## src/rtl/cp0_unit_pkg.sv

```systemverilog
// Shared CP0 definitions: register numbers, exception codes, vectors and field positions.
// Build option: CP0_BD_EN enables branch-delay-slot capture (Cause.BD, EPC = PC-4).
package cp0_unit_pkg;

    localparam logic [31:0] PRID_VALUE = 32'h2025_0707;
    localparam int unsigned HW_INT_W   = 6;

    localparam logic [4:0] SR_NUM    = 5'd12;
    localparam logic [4:0] CAUSE_NUM = 5'd13;
    localparam logic [4:0] EPC_NUM   = 5'd14;
    localparam logic [4:0] PRID_NUM  = 5'd15;

    localparam logic [4:0] EXC_INT     = 5'd0;
    localparam logic [4:0] EXC_ADEL    = 5'd4;
    localparam logic [4:0] EXC_ADES    = 5'd5;
    localparam logic [4:0] EXC_SYSCALL = 5'd8;
    localparam logic [4:0] EXC_RI      = 5'd10;
    localparam logic [4:0] EXC_OV      = 5'd12;

    localparam logic [31:0] TRAPPED_ADDRESS = 32'h0000_4180;
    localparam logic [31:0] INITIAL_ADDRESS = 32'h0000_3000;

    // Field positions inside SR and Cause
    localparam int unsigned SR_IM_HI  = 15;
    localparam int unsigned SR_IM_LO  = 10;
    localparam int unsigned SR_EXL    = 1;
    localparam int unsigned SR_IE     = 0;
    localparam int unsigned CAUSE_BD  = 31;
    localparam int unsigned CAUSE_IP_HI = 15;
    localparam int unsigned CAUSE_IP_LO = 10;
    localparam int unsigned CAUSE_EXC_HI = 6;
    localparam int unsigned CAUSE_EXC_LO = 2;

endpackage

```

## src/rtl/cp0_unit.sv

```systemverilog
// Coprocessor 0: SR/Cause/EPC/PRId, mfc0/mtc0/eret, interrupt vs exception arbitration.
// Build option: CP0_BD_EN captures Cause.BD and backs EPC up to the branch for delay-slot victims.
module cp0_unit
    import cp0_unit_pkg::*;
(
    input  logic                clk,
    input  logic                reset,
    input  logic [4:0]          A1,
    input  logic [4:0]          A2,
    input  logic [31:0]         DIn,
    input  logic                WE,
    input  logic                EXLClr,
    input  logic [31:0]         PC,
    input  logic                BDIn,
    input  logic [4:0]          ExcCodeIn,
    input  logic [HW_INT_W-1:0] HWInt,
    output logic                IntReq,
    output logic [31:0]         EPCOut,
    output logic [31:0]         DOut
);

    logic [HW_INT_W-1:0] im;
    logic                exl;
    logic                ie;
    logic                bd;
    logic [HW_INT_W-1:0] ip;
    logic [4:0]          exc_code;
    logic [31:0]         epc;

    logic        int_pend;
    logic        exc_pend;
    logic [31:0] epc_victim;
    logic [31:0] sr_val;
    logic [31:0] cause_val;

    assign int_pend = (|(HWInt & im)) & ie & ~exl;
    assign exc_pend = (ExcCodeIn != 5'd0) & ~exl;
    assign IntReq   = (int_pend | exc_pend) & ~reset;

`ifdef CP0_BD_EN
    assign epc_victim = (BDIn ? (PC - 32'd4) : PC) & ~32'd3;
`else
    logic unused_bdin;
    assign unused_bdin = BDIn;
    assign epc_victim  = PC & ~32'd3;
`endif

    assign sr_val    = {16'd0, im, 8'd0, exl, ie};
    assign cause_val = {bd, 15'd0, ip, 3'd0, exc_code, 2'd0};
    assign EPCOut    = epc;

    // mfc0 read mux
    always_comb begin
        DOut = 32'd0;
        case (A1)
            SR_NUM:    DOut = sr_val;
            CAUSE_NUM: DOut = cause_val;
            EPC_NUM:   DOut = epc;
            PRID_NUM:  DOut = PRID_VALUE;
            default:   DOut = 32'd0;
        endcase
    end

    // Taking a trap discards any mtc0/eret in M, since that instruction is flushed
    always_ff @(posedge clk) begin
        if (reset) begin
            im       <= '0;
            exl      <= 1'b0;
            ie       <= 1'b0;
            bd       <= 1'b0;
            ip       <= '0;
            exc_code <= 5'd0;
            epc      <= 32'd0;
        end else begin
            ip <= HWInt;
            if (IntReq) begin
                exl      <= 1'b1;
                epc      <= epc_victim;
                exc_code <= int_pend ? EXC_INT : ExcCodeIn;
`ifdef CP0_BD_EN
                bd       <= BDIn;
`else
                bd       <= 1'b0;
`endif
            end else begin
                if (WE && A2 == SR_NUM) begin
                    im  <= DIn[SR_IM_HI:SR_IM_LO];
                    exl <= DIn[SR_EXL];
                    ie  <= DIn[SR_IE];
                end
                if (WE && A2 == EPC_NUM) begin
                    epc <= DIn & ~32'd3;
                end
                if (EXLClr) begin
                    exl <= 1'b0;
                end
            end
        end
    end

endmodule

```

## config.mk

```make
export PLATFORM = sky130hd
export DESIGN_NAME = cp0_unit
export DESIGN_NICKNAME = d
export VERILOG_FILES = /design/src/rtl/cp0_unit_pkg.sv /design/src/rtl/cp0_unit.sv
export SDC_FILE = /design/constraint.sdc
export NUM_CORES = 1
export LEC_CHECK = 0
export ABC_AREA = 1
export BUFFER_PORTS_ARGS = -buffer_cell sky130_fd_sc_hd__buf_2
export CAP_MARGIN = 20
export CORE_MARGIN = 4
export CORE_UTILIZATION = 44
export CTS_CLUSTER_SIZE = 25
export DETAILED_ROUTE_END_ITERATION = 12
export GPL_TIMING_DRIVEN = 0
export PLACE_DENSITY = 0.89
export SETUP_SLACK_MARGIN = 0.4
export SYNTH_ARGS = -nofsm -noshare
export SYNTH_HDL_FRONTEND = slang
export SYNTH_SLANG_ARGS = --single-unit
```

## constraint.sdc

```tcl
create_clock -name clk -period 1.6 [get_ports clk]
set_input_delay 0.16 -clock clk [delete_from_list [all_inputs] [get_ports clk]]
set_output_delay 0.16 -clock clk [all_outputs]
set_load 0.005 [all_outputs]
```

# Word-level counts from Yosys, hierarchy flattened
# Index checks and enable logic that the tools add are counted.
[classes] add_sub_neg=0 n_mul=0 div_mod_pow=0 n_lt_le_gt_ge=0 n_eq_ne=6 shift=0 mux=7 bitwise_logic=9 reduce_logical=7
[ops] op="32-bit one-hot mux with 4 select lines" count=1
[ops] op="32-bit 2-to-1 mux" count=2
[ops] op="5-bit by 4-bit equality test with 1-bit output (second input constant)" count=6
[ops] op="6-bit AND" count=1
[ops] op="6-bit OR reduction" count=1
[ops] op="5-bit 2-to-1 mux" count=1
[ops] op="5-bit nonzero test" count=1
[ops] op="1-bit AND" count=4
[ops] op="1-bit 2-to-1 mux" count=3
[ops] op="1-bit NOT" count=3
[ops] op="3-bit nonzero test" count=1
[ops] op="1-bit logical AND" count=2
[ops] op="2-bit AND reduction" count=1
[ops] op="2-bit nonzero test" count=1
[ops] op="1-bit OR" count=1
[totals] ff_bits=49 latch_bits=0 mem_bits_rw=0 mem_bits_ro=0 input_bits=90 elab_cells=35 mem_count=0

# Longest topological paths before layout
# Gate-level depths: netlist (run 1).
[logic_depth] ltp_word=8 mapped_depth=11 ltp_nobuf=10

# Least setup slack after synthesis (run 1)
# Ideal clock, no wire load.
[synth_path] path_kind="reg-to-reg" start="register im[3]" end="register ie" setup_ps=132 t_arrival_ps=1128 t_required_ps=1468 setup_slack_ps=339 stages_incl_launch_ff=12 cell_sequence="dfxtp_1 nand2_1 nand2_1 nor2_1 nand2_1 nand2_1 nand2_2 nand2_4 buf_6 nand2_2 nand2_1 a21oi_1"
[synth_between] elab_chain_len=8
[synth_rtl] item="start: declaration" line="cp0_unit.sv:22" source="logic [HW_INT_W-1:0] im;"
[synth_rtl] item="start signal: assignment" line="cp0_unit.sv:87" source="im <= DIn[SR_IM_HI:SR_IM_LO];"
[synth_rtl] item="6-bit AND" line="cp0_unit.sv:36" source="assign int_pend = (|(HWInt & im)) & ie & ~exl;"
[synth_rtl] item="6-bit OR reduction" line="cp0_unit.sv:36"
[synth_rtl] item="1-bit AND (2 in series)" line="cp0_unit.sv:36"
[synth_rtl] item="1-bit OR" line="cp0_unit.sv:38" source="assign IntReq = (int_pend | exc_pend) & ~reset;"
[synth_rtl] item="1-bit AND" line="cp0_unit.sv:38"
[synth_rtl] item="1-bit NOT (no line)"
[synth_rtl] item="2-bit AND reduction (no line)"
[synth_rtl] item="end signal: assignment" line="cp0_unit.sv:89" source="ie <= DIn[SR_IE];"
[synth_rtl] item="end: declaration" line="cp0_unit.sv:24" source="logic ie;"
# No other way between the ends.
# A chain may end at the register's enable or synchronous reset.

# Worst setup path after layout (run 1)
[layout_path] start="register im[3]" end="register exc_code[3]"
[layout_between] elab_chain_len=6
[layout_rtl] item="6-bit AND *" line="cp0_unit.sv:36"
[layout_rtl] item="6-bit OR reduction *" line="cp0_unit.sv:36"
[layout_rtl] item="1-bit AND * (2 in series)" line="cp0_unit.sv:36"
[layout_rtl] item="1-bit OR" line="cp0_unit.sv:38"
[layout_rtl] item="1-bit AND" line="cp0_unit.sv:38"
[layout_rtl] item="end signal: assignment" line="cp0_unit.sv:79" source="exc_code <= int_pend ? EXC_INT : ExcCodeIn;"
[layout_rtl] item="end: declaration" line="cp0_unit.sv:27" source="logic [4:0] exc_code;"
# Mark *: on every way between the ends. The rest lies on a longest branch, timed or not.

==> results of run 1 <==
## kinds of logic (layout without fill, tap and decap cells)
kind of cell,Yosys count,in the layout,synth area share [%]
DFF,49,49,35.0
and+or+nand+nor,266,266,40.3
muxes,1,1,0.357
buffers and inverters,90,267,14.3
other,1,2,0.134
AOI/OAI and AO/OA,50,50,9.92
## flip-flops by register name, indices dropped and copies added (netlist names)
signal    count
exc_code      5
ip            6
EPCOut       30
ie            1
im            6
exl           1
## tightest hold or removal path: stages
cell and delay, ns:
buf_2 0.10, inv_1 0.04, nor2_1 0.03
## worst paths after layout
path                            startpoint           to  slack, ns
worst max-delay path                 im[3]  exc_code[3]       0.01
worst min-delay path              HWInt[2]        ip[2]       0.08
worst max register to register       im[3]  exc_code[3]       0.01
worst min register to register          ie           ie       0.48
## per-stage QoR
stage                     instances  TNS, ns  power, mW  utilization [%]  setup WS [ns]
after floorplan                 458        0       1.77                -          0.350
after global placement          681    -2.90       2.05             60.1         -0.260
after detailed placement        681    -3.55       2.08             60.1         -0.314
after CTS                       706        0       2.83             65.7         0.0487
after global routing            710   -0.461       3.02             68.5        -0.0715
final                           710        0       2.88             68.5         0.0125
## power groups by stage
stage          combinational [mW]  sequential (mW)  clock, mW
2_1_floorplan               0.365             1.40          0
3_3_place_gp                0.642             1.41          0
3_5_place_dp                0.659             1.42          0
4_1_cts                     0.722             1.39      0.714
5_1_grt                     0.852             1.41      0.758
6_report                    0.775             1.39      0.710
## layer usage
layer  wire length, microns  global-route usage (%)
met2                   5140                    44.7
met3                    842                    4.14
met5                      0                       0
met1                   3980                    31.1
met4                    250                    9.07
## Yosys cell counts, drive strengths merged
| library cell | count | area, sq um |
|---|---|---|
| conb | 1 | 3.75 |
| inv | 61 | 229 |
| mux2i | 1 | 10.0 |
| nor2 | 43 | 164 |
| nand4 | 2 | 12.5 |
| dfxtp | 49 | 981 |
| a21oi | 39 | 195 |
| nand3 | 73 | 365 |
| buf | 19 | 134 |
| o21ai | 7 | 46.3 |
| clkbuf | 10 | 37.5 |
| a32o | 1 | 10.0 |
| nor4 | 1 | 6.26 |
| a22o | 3 | 26.3 |
| nand2 | 143 | 549 |
| nor3 | 4 | 30.0 |
## repair_timing
item / CTS / global route
pin swaps: 14 / 27
cloned: 1 / 0
gates resized for setup: 44 / 45
endpoints found under the setup margin: 73 / 71
hold buffers: 0 / 0
buffers inserted: 16 / 4
## layout make-up
type                            count  area, sq um
Fill cell                         522         1910
Multi-Input combinational cell    319         1540
Sequential cell                    49          995
Timing Repair Buffer              169          952
Buffer                             29          248
Inverter                           61          244
Tap cell                           75         93.8
Clock buffer                        6         72.6
Clock inverter                      2         10.0
==> results.json, run 1 <==
{
  "cts_tree": "built",
  "ir_worst_vdd_mv": 0.417,
  "reg2reg_depth": 12,
  "crit_path_cell_trace": "nand2_2 -> nand2_1 -> nor2_1 -> nand2_1 -> nand2_2 -> buf_4 -> buf_4 -> buf_4 -> buf_4 -> buf_4 -> nand2_2 -> nor2_1",
  "pwr-share-comb_pct": 26.9,
  "hpwl_microns": 7440,
  "outcome": "finished, final reports clean",
  "drv_cap": 0,
  "clk_pin_slew_worst_paths_ns": 0.09,
  "dieArea_sq_um": 7700,
  "crit_top_cell": "buf_4",
  "finalSetupViolations": 0,
  "post-route-cell-area_sq_um": 4150,
  "ys_ff_latch": 49,
  "synth_area_sq_um": 2800,
  "finalWirelength_microns": 10200,
  "route.vias.total": 3599,
  "routabilityCongestion": 0.873,
  "fin_skew_ns": 0.00642,
  "crit_fanout": 5,
  "swShare_pct": 31.2,
  "cellInternalPower_mw": 1.98,
  "cts_root_buf": "clkbuf_8",
  "grt_pass1_wl_microns": 15200,
  "yosysSeqAreaShare_pct": 35.0,
  "seq_power_share_pct": 48.4,
  "io_buffers": 148,
  "insertion_delay_ns": 0.30,
  "slew_headroom_pct": 53.9,
  "die_width_microns": 87.8,
  "max_freq_mhz": 630,
  "grt_pass1_vias": 3269,
  "min_period_ns": 1.59,
  "row_count": 28,
  "clockPowerShare_pct": 24.7,
  "drive_above_1_share_pct": 38.1,
  "ios": 155,
  "cellLeakagePower_nw": 2.30,
  "crit_required_ns": 1.79,
  "crit_type": "flop to flop",
  "hold_violations": 0,
  "cpMaxStageDelayCell": "dfxtp_2",
  "ys_types": 24,
  "grt_use_total_pct": 25.4,
  "syn_inst": 457,
  "die_y_microns": 87.8,
  "area_growth_pct": 48.3,
  "tightestPinTransition_ns": 0.688,
  "numCtsBuffers": 5,
  "report.final.slew_viol_count": 0,
  "cts_buffer_depth": 2,
  "hold_depth": 3,
  "yosys_warnings": 0,
  "gr-total-overflow": 0,
  "rsz0062_at_grt": "yes",
  "p_switching_mw": 0.898,
  "firstDrtPassIters": 5,
  "final_common_cell": "buf_2",
  "cp.depth": 12,
  "max_stage_delay_ns": 0.36,
  "first_iter_violations": 201,
  "nets": 724,
  "cp_top_family": "buffers and inverters",
  "viasPerCell": 5.07,
  "antenna_left": 0,
  "dpl-instance-area_sq_um": 3640,
  "startpoint_type": "flop",
  "start_util_pct": 46.2,
  "end_kind": "flop",
  "power_density_nw_per_um2": 693,
  "cts.sinks": 49,
  "critPathArrivalTime_ns": 1.78,
  "drc": 0,
  "path_buf_inv": 5,
  "fin_crit_sh_pct": 99.2,
  "holdCritPathClass": "input port to flop",
  "syn_area_per_cell_sq_um": 6.13,
  "coreArea_sq_um": 6060,
  "htree_levels": 2,
  "antenna_found_initial": 0,
  "final_cell_mix": "buf_2 (147), nand2_1 (132), nand3_1 (70)",
  "grt_max_degree": 15,
  "num_antenna_cells": 0,
  "routedWlPerCell_microns": 14.4,
  "holdWs_ns": 0.0752
}
Power figures use the tool's default switching activity.
==> run 2: changes to the inputs <==
--- a/config.mk
+++ b/config.mk
@@ -8,9 +8,7 @@
 export ABC_AREA = 1
 export BUFFER_PORTS_ARGS = -buffer_cell sky130_fd_sc_hd__buf_2
 export CAP_MARGIN = 20
-export CORE_MARGIN = 4
 export CORE_UTILIZATION = 44
-export CTS_CLUSTER_SIZE = 25
 export DETAILED_ROUTE_END_ITERATION = 12
 export GPL_TIMING_DRIVEN = 0
 export PLACE_DENSITY = 0.89
==> run 2 against run 1 <==
Net effect: the flow now finishes with violations (negative setup slack); critical path depth is 2 lower; first-iteration DRC count is 23% higher; hold slack better by 0.0095 ns; routed wire length is 2.0% higher; final cell count is 0.28% higher; count of clock-buffer cells in the layout is 1 higher; sequential power hardly changed; critical path type is now flop to output pin; largest cell class unchanged; highest routed layer unchanged.
==> results.json, run 2 (synthesis gave the netlist of run 1 again) <==
{
  "final_common_cell": "buf_2",
  "timing.setup.tns_ns": -0.0166,
  "viasPerCell": 5.20,
  "cts.sinks": 49,
  "hold_depth": 3,
  "firstDrtPassIters": 5,
  "dieArea_sq_um": 6690,
  "fin_crit_sh_pct": 101,
  "drc": 0,
  "cts_buffer_depth": 2,
  "largest_reg_flops": 30,
  "max_freq_mhz": 619,
  "crit_required_ns": 1.44,
  "numCtsBuffers": 5,
  "crit_path_cell_trace": "nand2_1 -> nand2_1 -> nor2_1 -> nand2_1 -> nand2_2 -> nand2_4 -> nand2_4 -> buf_8 -> inv_4 -> buf_6",
  "start_util_pct": 46.5,
  "max_stage_delay_ns": 0.35,
  "row_count": 28,
  "finalWirelength_microns": 10400,
  "power_density_nw_per_um2": 698,
  "grt_max_degree": 15,
  "rsz0062_at_grt": "yes",
  "antenna_found_initial": 0,
  "grt_use_total_pct": 28.8,
  "drive_above_1_share_pct": 40.5,
  "gr-total-overflow": 0,
  "routabilityCongestion": 0.831,
  "grt_pass1_vias": 3113,
  "reg2reg_depth": 11,
  "first_iter_violations": 248,
  "rrSetupSlack_ns": 0.05,
  "hold_violations": 0,
  "dpl-instance-area_sq_um": 3640,
  "outcome": "finished, violations left",
  "crit_fanout": 2,
  "num_antenna_cells": 0,
  "io_buffers": 148,
  "final_cell_mix": "buf_2 (148), nand2_1 (127), nand3_1 (67)",
  "p_total_mw": 3.05,
  "min_period_ns": 1.62,
  "hpwl_microns": 7060,
  "fillCellCount": 482,
  "cp.depth": 10,
  "violations": "negative setup slack",
  "fin_skew_ns": 0.00724,
  "antenna_left": 0,
  "cellLeakagePower_nw": 2.41,
  "end_kind": "output pin",
  "drv_cap": 0,
  "die_y_microns": 81.8,
  "insertion_delay_ns": 0.30,
  "startpoint_type": "flop",
  "route.vias.total": 3705,
  "report.final.slew_viol_count": 0,
  "crit_top_cell": "nand2_1",
  "ios": 155,
  "coreArea_sq_um": 6030,
  "path_buf_inv": 3,
  "routedWlPerCell_microns": 14.6,
  "cts_tree": "built",
  "cpMaxStageDelayCell": "dfxtp_2",
  "holdWs_ns": 0.0847,
  "grt_pass1_wl_microns": 14600,
  "holdCritPathClass": "input port to flop",
  "clk_pin_slew_worst_paths_ns": 0.09,
  "worst_slack_ns": -0.0166,
  "tightestPinTransition_ns": 0.702,
  "nets": 726,
  "critPathArrivalTime_ns": 1.46,
  "crit_type": "flop to output pin",
  "ir_worst_vdd_mv": 0.466,
  "cp_top_family": "simple AND/OR/NAND/NOR gates",
  "place_ws_ns": -0.330,
  "area_growth_pct": 56.3,
  "slew_headroom_pct": 52.9,
  "finalSetupViolations": 1,
  "post-route-cell-area_sq_um": 4380,
  "die_width_microns": 81.8,
  "cts_root_buf": "clkbuf_8",
  "htree_levels": 2
}
-- run 2: worst paths after layout --
check | end | startpoint
setup / recovery | IntReq | im[3]
hold reg to reg | ie | ie
hold / removal | ip[0] | HWInt[0]
setup reg to reg | EPCOut[23] | im[3]
-- run 2: timing repair --
item	in CTS	in global routing
gates resized for setup	45	77
setup endpoints to repair	73	68
setup buffers	12	8
cloned	1	2
pin swaps	13	21
hold buffers	0	0
-- run 2: per-stage QoR --
| step | std cells | util (%) |
|---|---|---|
| after floorplan | 458 | - |
| after global placement | 681 | 60.5 |
| after detailed placement | 681 | 60.5 |
| after CTS | 702 | 66.3 |
| after global routing | 712 | 72.6 |
| final | 712 | 72.6 |
-- run 2: layout make-up --
cell class / count / area (sq um) / area share [%]
multi-input cells: 319 / 1640 / 37.5
repair buffers: 171 / 1040 / 23.7
flip-flops and latches: 49 / 991 / 22.6
plain buffers: 29 / 260 / 5.95
inverters: 61 / 249 / 5.69
clock buffers: 7 / 96.3 / 2.20
well taps: 75 / 93.8 / 2.14
clock inverters: 1 / 5.00 / 0.114
-- run 2: where the power goes --
part	internal, mW	switching (mW)	leakage [nW]
sequential	1.32	0.0853	0.408
combinational	0.396	0.447	1.95
clock	0.392	0.417	0.0542
total	2.10	0.950	2.41
-- run 2: routing by layer --
layer | track usage, % | wire [microns] | vias up
met3 | 3.67 | 776 | 27
met1 | 37.2 | 4280 | 1682
met5 | 0 | 0 | -
met4 | 10.4 | 224 | 0
li1 | - | - | 1789
met2 | 48.6 | 5130 | 207
-- run 2: tightest hold or removal path, delay by kind of cell --
kind / cells / cell delay [ns]
AND/OR/NAND/NOR: 1 / 0.03
buffers and inverters: 2 / 0.15
